<file path="config.mk">
export PLATFORM = sky130hd
export DESIGN_NAME = mc_control_unit
export DESIGN_NICKNAME = d
export VERILOG_FILES = /design/src/rtl/mc_control_unit.sv
export SDC_FILE = /design/constraint.sdc
export NUM_CORES = 1
export LEC_CHECK = 0
export CAP_MARGIN = 15
export CELL_PAD_IN_SITES_DETAIL_PLACEMENT = 1
export CELL_PAD_IN_SITES_GLOBAL_PLACEMENT = 1
export CORE_MARGIN = 4
export CORE_UTILIZATION = 32
export CTS_CLUSTER_SIZE = 30
export DETAILED_ROUTE_END_ITERATION = 10
export HOLD_SLACK_MARGIN = 0.12
export PLACE_DENSITY_LB_ADDON = 0.1
export SYNTH_ARGS = -nofsm -noshare
export SYNTH_HDL_FRONTEND = slang
export SYNTH_SLANG_ARGS = --single-unit
</file>
<file path="constraint.sdc">
create_clock -name clk -period 2.65 [get_ports clk]
set_input_delay 0.3975 -clock clk [delete_from_list [all_inputs] [get_ports clk]]
set_output_delay 0.3975 -clock clk [all_outputs]
set_load 0.05 [all_outputs]
</file>
<file path="src/rtl/mc_control_unit.sv">
// rtl/mc_control_unit.sv - multicycle ARM-subset control unit: main FSM, decoder, multiply stall, memory handshake
// Optional FPU execute state is built only when MC_CONTROL_FPU_EN is defined.
module mc_control_unit #(
    parameter int MUL_LAT   = 4,
    parameter int ALUCTRL_W = 3
) (
    input  logic                 clk,
    input  logic                 reset,
    input  logic [1:0]           Op,
    input  logic [5:0]           Funct,
    input  logic [3:0]           Rd,
    input  logic [3:0]           Mul,
    input  logic                 MemReady,
    output logic [1:0]           FlagW,
    output logic                 PCS,
    output logic                 NextPC,
    output logic                 RegW,
    output logic                 MemW,
    output logic                 IRWrite,
    output logic                 AdrSrc,
    output logic                 FPUW,
    output logic [1:0]           ResultSrc,
    output logic [1:0]           ALUSrcA,
    output logic [1:0]           ALUSrcB,
    output logic [1:0]           ImmSrc,
    output logic [1:0]           RegSrc,
    output logic [ALUCTRL_W-1:0] ALUControl,
    output logic                 Busy,
    output logic                 Undef
);

    typedef enum logic [3:0] {
        S_FETCH,
        S_DECODE,
        S_MEMADR,
        S_MEMRD,
        S_MEMWB,
        S_MEMWR,
        S_EXECR,
        S_EXECI,
        S_MULEX,
        S_ALUWB,
        S_BRANCH,
        S_FPUEX
    } state_t;

    localparam logic [3:0] MUL_CNT_INIT = 4'(MUL_LAT - 1);

    state_t     state;
    logic [3:0] mul_cnt;

    logic       is_mul;
    logic       alu_ok;
    logic       undef_enc;
    logic [2:0] alu_dec;

    logic       irwrite_s;
    logic       nextpc_s;
    logic       regw_s;
    logic       memw_s;
    logic       adrsrc_s;
    logic       branch_s;
    logic       aluop_s;
    logic       busy_s;
    logic       undef_s;
    logic       flag_en;
    logic [1:0] rs_s;
    logic [1:0] as_s;
    logic [1:0] bs_s;
    logic [1:0] flagw_s;
`ifdef MC_CONTROL_FPU_EN
    logic       fpuw_s;
`endif

    // Instruction-field decode; the IR is stable from DECODE onward, so this is valid wherever it is used.
    always_comb begin
        is_mul  = ~Funct[5] & (Mul == 4'b1001);
        alu_dec = 3'b000;
        alu_ok  = 1'b1;
        if (is_mul) begin
            case (Funct[4:1])
                4'b0000: alu_dec = 3'b101;
                4'b0100: alu_dec = 3'b110;
                4'b0110: alu_dec = 3'b111;
                default: alu_ok  = 1'b0;
            endcase
        end else begin
            case (Funct[4:1])
                4'b0100: alu_dec = 3'b000;
                4'b0010: alu_dec = 3'b001;
                4'b0000: alu_dec = 3'b010;
                4'b1100: alu_dec = 3'b011;
                4'b0001: alu_dec = 3'b100;
                default: alu_ok  = 1'b0;
            endcase
        end
    end

    always_comb begin
        undef_enc = 1'b0;
        case (Op)
            2'b00:   undef_enc = ~alu_ok;
`ifdef MC_CONTROL_FPU_EN
            2'b11:   undef_enc = 1'b0;
`else
            2'b11:   undef_enc = 1'b1;
`endif
            default: undef_enc = 1'b0;
        endcase
    end

    always_ff @(posedge clk) begin
        if (!reset) begin
            state   <= S_FETCH;
            mul_cnt <= 4'd0;
        end else begin
            case (state)
                S_FETCH: state <= S_DECODE;
                S_DECODE: begin
                    if (undef_enc) begin
                        state <= S_FETCH;
                    end else begin
                        case (Op)
                            2'b00: begin
                                if (Funct[5]) begin
                                    state <= S_EXECI;
                                end else if (is_mul) begin
                                    state   <= S_MULEX;
                                    mul_cnt <= MUL_CNT_INIT;
                                end else begin
                                    state <= S_EXECR;
                                end
                            end
                            2'b01:   state <= S_MEMADR;
                            2'b10:   state <= S_BRANCH;
`ifdef MC_CONTROL_FPU_EN
                            default: state <= S_FPUEX;
`else
                            default: state <= S_FETCH;
`endif
                        endcase
                    end
                end
                S_MEMADR: state <= Funct[0] ? S_MEMRD : S_MEMWR;
                S_MEMRD: begin
                    if (MemReady) state <= S_MEMWB;
                end
                S_MEMWR: begin
                    if (MemReady) state <= S_FETCH;
                end
                S_EXECR, S_EXECI: state <= S_ALUWB;
                S_MULEX: begin
                    if (mul_cnt == 4'd0) state <= S_ALUWB;
                    else                 mul_cnt <= mul_cnt - 4'd1;
                end
`ifdef MC_CONTROL_FPU_EN
                S_FPUEX: state <= S_ALUWB;
`endif
                // ALUWB, MEMWB and BRANCH all retire to FETCH.
                default: state <= S_FETCH;
            endcase
        end
    end

    always_comb begin
        irwrite_s = 1'b0;
        nextpc_s  = 1'b0;
        regw_s    = 1'b0;
        memw_s    = 1'b0;
        adrsrc_s  = 1'b0;
        branch_s  = 1'b0;
        aluop_s   = 1'b0;
        busy_s    = 1'b0;
        undef_s   = 1'b0;
        rs_s      = 2'b00;
        as_s      = 2'b00;
        bs_s      = 2'b00;
`ifdef MC_CONTROL_FPU_EN
        fpuw_s    = 1'b0;
`endif
        case (state)
            S_FETCH: begin
                irwrite_s = 1'b1;
                nextpc_s  = 1'b1;
                as_s      = 2'b01;
                bs_s      = 2'b10;
                rs_s      = 2'b10;
            end
            S_DECODE: begin
                as_s    = 2'b01;
                bs_s    = 2'b10;
                rs_s    = 2'b10;
                undef_s = undef_enc;
            end
            S_MEMADR: bs_s = 2'b01;
            S_MEMRD: begin
                adrsrc_s = 1'b1;
                busy_s   = ~MemReady;
            end
            S_MEMWB: begin
                rs_s   = 2'b01;
                regw_s = 1'b1;
            end
            S_MEMWR: begin
                adrsrc_s = 1'b1;
                memw_s   = 1'b1;
                busy_s   = ~MemReady;
            end
            S_EXECR: aluop_s = 1'b1;
            S_EXECI: begin
                bs_s    = 2'b01;
                aluop_s = 1'b1;
            end
            S_MULEX: begin
                aluop_s = 1'b1;
                busy_s  = 1'b1;
            end
            S_ALUWB: regw_s = 1'b1;
            S_BRANCH: begin
                as_s     = 2'b10;
                bs_s     = 2'b01;
                rs_s     = 2'b10;
                branch_s = 1'b1;
            end
`ifdef MC_CONTROL_FPU_EN
            S_FPUEX: fpuw_s = 1'b1;
`endif
            default: ;
        endcase
    end

    // A multiply updates flags only once, on its last MULEX cycle.
    assign flag_en = aluop_s & ((state != S_MULEX) | (mul_cnt == 4'd0));
    assign flagw_s = flag_en ? {Funct[0], Funct[0] & (alu_dec[2:1] == 2'b00)} : 2'b00;

    // Every output is forced low while reset is held.
    assign IRWrite    = reset & irwrite_s;
    assign NextPC     = reset & nextpc_s;
    assign RegW       = reset & regw_s;
    assign MemW       = reset & memw_s;
    assign AdrSrc     = reset & adrsrc_s;
    assign Busy       = reset & busy_s;
    assign Undef      = reset & undef_s;
    assign PCS        = reset & (((Rd == 4'hF) & regw_s) | branch_s);
    assign FlagW      = reset ? flagw_s : 2'b00;
    assign ResultSrc  = reset ? rs_s : 2'b00;
    assign ALUSrcA    = reset ? as_s : 2'b00;
    assign ALUSrcB    = reset ? bs_s : 2'b00;
    assign ImmSrc     = reset ? Op : 2'b00;
    assign RegSrc     = reset ? {Op == 2'b01, Op == 2'b10} : 2'b00;
    assign ALUControl = (reset & aluop_s) ? ALUCTRL_W'(alu_dec) : '0;
`ifdef MC_CONTROL_FPU_EN
    assign FPUW       = reset & fpuw_s;
`else
    assign FPUW       = 1'b0;
`endif

endmodule

</file>
==> impl_metrics.yaml, run 1 <==
layout:
  nets: 249
  fill_cells: 367
  design_area_um2: 2100
  layout_common_cells: "29 x buf_4, 22 x buf_12, 18 x nor2_1"
  synthToLayoutAreaGrowth_pct: 94.1
  drive_gt1_share_pct: 34.2
  multi_input_area_um2: 933
  final_common_cell: "buf_4"
  num_antenna_cells: 0
  finish.utilization_pct: 66.5
  final-seq-area_um2: 160
logic_synthesis:
  ys_async_sr_fraction_pct: 0
  synth_top_area_share_pct: 14.8
  yosysSeqAreaShare_pct: 14.8
  synth_warnings: 0
  synth_area_leaders: "dfxtp_1 15%, ha_1 6.9%, nor2_1 6.3%"
  ys_types: 50
  synth-edff-count: 0
  synth_fp_nets: 186
  netlist_instances: 161
  yosysTopAreaCell: "dfxtp_1"
  synth_area_um2: 1080
  synth-seq-cells: 8
  postSynthAreaPerCell_um2: 6.71
  synth_flop_cell: "dfxtp_1"
sta:
  setup_violations: 1
  fin_crit_sh_pct: 100
  final_hold_viol_count: 0
  finalClockSkew_ps: 4.03
  post-route-worst-setup-slack_ps: -10.9
  min_period_ps: 2660
  worstMarginPinSlew_ps: 540
  slew_headroom_pct: 63.1
  slew_viol_final: 0
  fmax_mhz: 376
clock_network:
  cts_sinks: 8
  tritoncts: "done"
  cts_buffer_depth: 2
  path_clk_slew_ps: 60
  clkLatencyLatePin_ps: 260
  clockRootBuffer: "clkbuf_4"
  cts-buffers-inserted: 3
  ctsHoldBuffers: 0
  htreeDepth: 1
pwr:
  irDropWorstVdd_mv: 0.308
  p_per_area_nw_per_um2: 332
  power.leakage_nw: 0.883
grt:
  grt_pass1_wl_um: 7130
  grt_usage_pct: 20.4
  first_global_vias: 1480
  overflow: 0
  antenna_found_initial: 0
  grt_max_degree: 23
critical_path:
  crit_path_end_kind: "output pin"
  startpoint_type: "input port"
  path_cells: "clkdlybuf4s50_1 > inv_1 > ha_1 > inv_1 > buf_4 > a21oi_1 > a21oi_1 > o21ai_1 > nor2b_4 > buf_12"
  cpMaxStageDelayCell: "clkdlybuf4s50_1"
  required_ps: 2250
  path_max_fanout: 3
  cp.arrival_ps: 2260
  path_class: "input port to output pin"
  max_stage_delay_ps: 430
run_status:
  failed_checks: "setup timing"
  status: "finished, violations left"
detailed_routing:
  routed.top_layer: "met4"
  dr_wl_met3_um: 147
  wl_met2_um: 2460
  detail_route.wirelength_um: 4770
  vias_per_cell: 5.46
  vias: 1453
  final_antenna_net_count: 0
  drcViolationCount: 0
  wl_met1_um: 2040
  detail_route.wl_per_cell_um: 17.9
  drt-initial-drc-count: 94
  dr.pass1.iters: 4
floorplan:
  initial_utilization_pct: 34.3
  boundaryPins: 43
  dieArea_um2: 4370
  die_y_um: 66.1
  core_um2: 3150
  die_w_um: 66.1
  placementRows: 20
worst_hold_path:
  hp-class: "register to register"
job:
  maxCapViolations: 0
placement:
  gp_congestion: 0.814
  port_buffers: 41
  placed_cell_area_um2: 1970
  post-dp-hpwl_um: 3440
  dp_slack_ps: -255
[metal layers]
layer	up-vias	global-route usage (%)
li1	694	-
met1	708	26.2
met2	41	37.1
met3	10	2.21
met4	0	3.05
met5	-	0
[kinds of logic after synthesis]
group,after synthesis,share of synthesized area [%]
AO/OA/AOI/OAI,42,26.4
XOR/XNOR,2,1.62
adder cells (fa/ha/maj),6,6.94
buffers and inverters,25,9.84
flip-flops,8,14.8
other,1,0.347
AND/OR/NAND/NOR,77,40.0
[Yosys cell counts, drive strengths merged, types with 2 or more instances]
master   count
nand2b       3
nor4b        2
nor3         5
nor2        19
dfxtp        8
a311oi       2
or3b         2
nand2       15
inv         12
clkbuf       9
o22ai        4
o21ai        7
a2111oi      2
xnor2        2
nand4        2
nor3b        3
or4          2
ha           6
nand3        5
nor2b        5
a211oi       2
and3         2
buf          4
and2         6
a21oi       12
[through the flow]
stage,TNS [ps],instances,hold WS (ps),power (W)
after floorplan,-251,161,469,0.000384
after global placement,-71.2,261,483,0.000561
after detailed placement,-475,261,509,0.000578
after CTS,0,265,511,0.000679
after global routing,-208,266,555,0.000738
final,-10.9,266,527,0.000697
[final timing paths]
path                                 from                 endpoint  slack [ps]  cells after the start
hold / removal    mul_cnt[3]$_SDFFE_PN0P_  mul_cnt[3]$_SDFFE_PN0P_         530                      2
hold reg to reg   mul_cnt[3]$_SDFFE_PN0P_  mul_cnt[3]$_SDFFE_PN0P_         530                      2
setup / recovery                    Op[0]                    Undef         -10                     10
setup reg to reg    state[1]$_SDFFE_PN0P_    state[2]$_SDFFE_PN0P_         580                      6
[power breakdown]
part | internal (W) | total, W | switching [W]
Sequential | 0.000131 | 0.000141 | 0.0000102
Combinational | 0.000202 | 0.000459 | 0.000257
Clock | 0.0000521 | 0.0000967 | 0.0000447
[sequential cells by signal (all words and copies together) (netlist names)]
| register | flops |
|---|---|
| state | 4 |
| mul_cnt | 4 |
[repair_timing]
action / CTS / global route
pin swaps: 1 / 6
gates cloned: 0 / 0
gates resized for setup: 8 / 13
setup buffers: 1 / 1
setup endpoints to repair: 5 / 5
[critical path, delay by kind of cell]
kind | cells | cell delay [ps]
AOI/OAI and AO/OA | 3 | 550
buffers and inverters | 5 | 900
adders and majority gates | 1 | 200
and+or+nand+nor | 1 | 220
[final cells by class]
class                           count  area share, %
Clock buffer                        3           1.07
Inverter                           12           2.15
Multi-Input combinational cell    128           44.5
Sequential cell                     8           7.63
Tap cell                           44           2.62
Timing Repair Buffer               71           42.0
Note: power is estimated with default switching activity, not from simulation.
==> inputs of run 2 (changes only) <==
--- a/config.mk
+++ b/config.mk
@@ -9,7 +9,7 @@
 export CELL_PAD_IN_SITES_DETAIL_PLACEMENT = 1
 export CELL_PAD_IN_SITES_GLOBAL_PLACEMENT = 1
 export CORE_MARGIN = 4
-export CORE_UTILIZATION = 32
+export CORE_UTILIZATION = 26
 export CTS_CLUSTER_SIZE = 30
 export DETAILED_ROUTE_END_ITERATION = 10
 export HOLD_SLACK_MARGIN = 0.12
==> constraint.sdc (replaced) <==
create_clock -name clk -period 2.16 [get_ports clk]
set_input_delay 0.324 -clock clk [delete_from_list [all_inputs] [get_ports clk]]
set_output_delay 0.324 -clock clk [all_outputs]
set_load 0.05 [all_outputs]
==> run 2 against run 1 <==
Net effect:
- the flow still finishes with violations (setup timing)
- non-clock buffer count rose by 18
- total power rose by 40%
- critical path depth shrank 2
- cell count rose by 9.0%
- worst hold slack worse by 120 ps
- utilization down 8.7 points
- routed wire length decreased by 3.0%
- critical path type is now register to output pin
==> impl_metrics.yaml, run 2 (synthesized netlist as in run 1, its figures left out) <==
run_status:
  status: "finished, violations left"
  failed_checks: "setup timing"
placement:
  port_buffers: 41
  gp_congestion: 0.824
  post-place-cells: 276
  placed_cell_area_um2: 2110
  dp_slack_ps: -431
  post-dp-hpwl_um: 3450
critical_path:
  path_class: "register to output pin"
  crit_path_end_kind: "output pin"
  path_max_fanout: 3
  required_ps: 1840
  startpoint_type: "register"
  reg2regPathDepth: 7
  cp.arrival_ps: 2030
  rrSetupSlack_ps: 280
  r2r-start: "state[0]$_SDFFE_PN0P_"
  timing.rr.end: "state[2]$_SDFFE_PN0P_"
pwr:
  power.leakage_nw: 0.988
  p_switching_w: 0.000403
  p_clk_share_pct: 18.5
  switching_share_pct: 41.4
  comb_power_share_pct: 63.2
  irDropWorstVdd_mv: 0.267
  p_int_w: 0.000570
  p_per_area_nw_per_um2: 421
  seqPwrFrac_pct: 18.3
  power_w: 0.000972
layout:
  final_common_cell: "buf_4"
  layout_common_cells: "47 x buf_4, 23 x buf_12, 17 x nor2_1"
  finish.utilization_pct: 57.8
  multi_input_area_um2: 1010
  nets: 267
  fill_cells: 486
  drive_gt1_share_pct: 46.7
  design_area_um2: 2310
  final-seq-area_um2: 163
  num_antenna_cells: 0
  synthToLayoutAreaGrowth_pct: 114
  largest_registers: "mul_cnt (4), state (4)"
  instances_no_fill: 290
floorplan:
  placementRows: 23
  core_um2: 4000
  boundaryPins: 43
  dieArea_um2: 5250
  die_y_um: 72.5
  die_w_um: 72.5
  initial_utilization_pct: 27.0
clock_network:
  ctsHoldBuffers: 0
  tritoncts: "done"
  cts_buffer_depth: 2
  path_clk_slew_ps: 40
  clkLatencyLatePin_ps: 230
  clockRootBuffer: "clkbuf_8"
  cts-buffers-inserted: 3
  cts_sinks: 8
  htreeDepth: 1
sta:
  fin_crit_sh_pct: 109
  rsz0062_at_grt: "true"
  slew_headroom_pct: 59.8
  setup_violations: 1
  post-route-worst-setup-slack_ps: -191
  slew_viol_final: 0
  worstMarginPinSlew_ps: 588
  finalClockSkew_ps: 3.92
  final_hold_viol_count: 0
  fmax_mhz: 425
  min_period_ps: 2350
grt:
  overflow: 0
  grt_max_degree: 23
  grt_usage_pct: 17.2
  antenna_found_initial: 0
  first_global_vias: 1565
  grt_pass1_wl_um: 7200
worst_hold_path:
  hp-class: "input port to register"
  min_to: "state[0]$_SDFFE_PN0P_"
  hold-path-cell-count: 3
  hp-start: "Funct[5]"
detailed_routing:
  drt-initial-drc-count: 76
  drcViolationCount: 0
  routed.top_layer: "met4"
  dr_wl_met3_um: 216
  detail_route.wl_per_cell_um: 16.0
  vias: 1529
  wl_met1_um: 1930
  detail_route.wirelength_um: 4630
  vias_per_cell: 5.27
  dr.pass1.iters: 4
  final_antenna_net_count: 0
  wl_met2_um: 2410
job:
  maxCapViolations: 0
## run 2: cell types whose count changed in the layout (fill, tap and decap cells not counted), moves of 3 or more
cell and delta:
buf_4 +18, inv_1 -4, inv_2 +4, clkbuf_8 +3, clkdlybuf4s50_1 -8, dlygate4sd2_1 +8, dlymetal6s2s_1 -3, clkbuf_4 -3
## run 2: repair_timing
item / in CTS / in global routing
cloned: 0 / 0
pin swaps: 10 / 7
buffers inserted: 8 / 5
endpoints found under the setup margin: 10 / 6
resized for setup: 40 / 2
## run 2: power groups by stage
stage,Clock [W],Combinational (W),Sequential (W)
2_1_floorplan,0,0.000312,0.000178
3_3_place_gp,0,0.000558,0.000178
3_5_place_dp,0,0.000573,0.000180
4_1_cts,0.000183,0.000601,0.000178
5_1_grt,0.000192,0.000656,0.000179
6_report,0.000180,0.000615,0.000178
## run 2: how the worst max path moves through the flow
stage	cells after the start	endpoint	slack, ps	start
4_1_cts	8	FlagW[0]	-160	mul_cnt[0]$_SDFFE_PN0P_
2_1_floorplan	7	FlagW[0]	-490	mul_cnt[0]$_SDFFE_PN0P_
6_report	8	FlagW[0]	-190	mul_cnt[0]$_SDFFE_PN0P_
3_5_place_dp	9	Undef	-430	Op[0]
5_1_grt	8	FlagW[0]	-270	mul_cnt[0]$_SDFFE_PN0P_
3_3_place_gp	7	ALUControl[0]	-330	Funct[5]
## run 2: metrics by stage
stage	hold WS (ps)	TNS (ps)
5_1_grt	451	-334
6_report	403	-191
3_5_place_dp	510	-3130
3_3_place_gp	496	-2350
4_1_cts	424	-165
2_1_floorplan	474	-508
## run 2: layout make-up
type	instances	share of cell area, %
flip-flops and latches	8	7.03
well taps	50	2.71
clock buffers	3	1.79
multi-input cells	128	43.9
inverters	12	1.95
repair buffers	89	42.6
## run 2: worst max-delay path: stages (launching register included)
cell and delay, ps:
dfxtp_2 320, inv_2 80, ha_4 130, or3b_4 390
nand2_4 70, nor3b_4 230, o41ai_4 120, a311oi_4 260
buf_12 180
## run 2: metal layers
metal	track usage, %	vias up
li1	-	730
met1	19.7	731
met2	33.1	54
met3	2.35	14
met4	4.30	0
met5	0	-
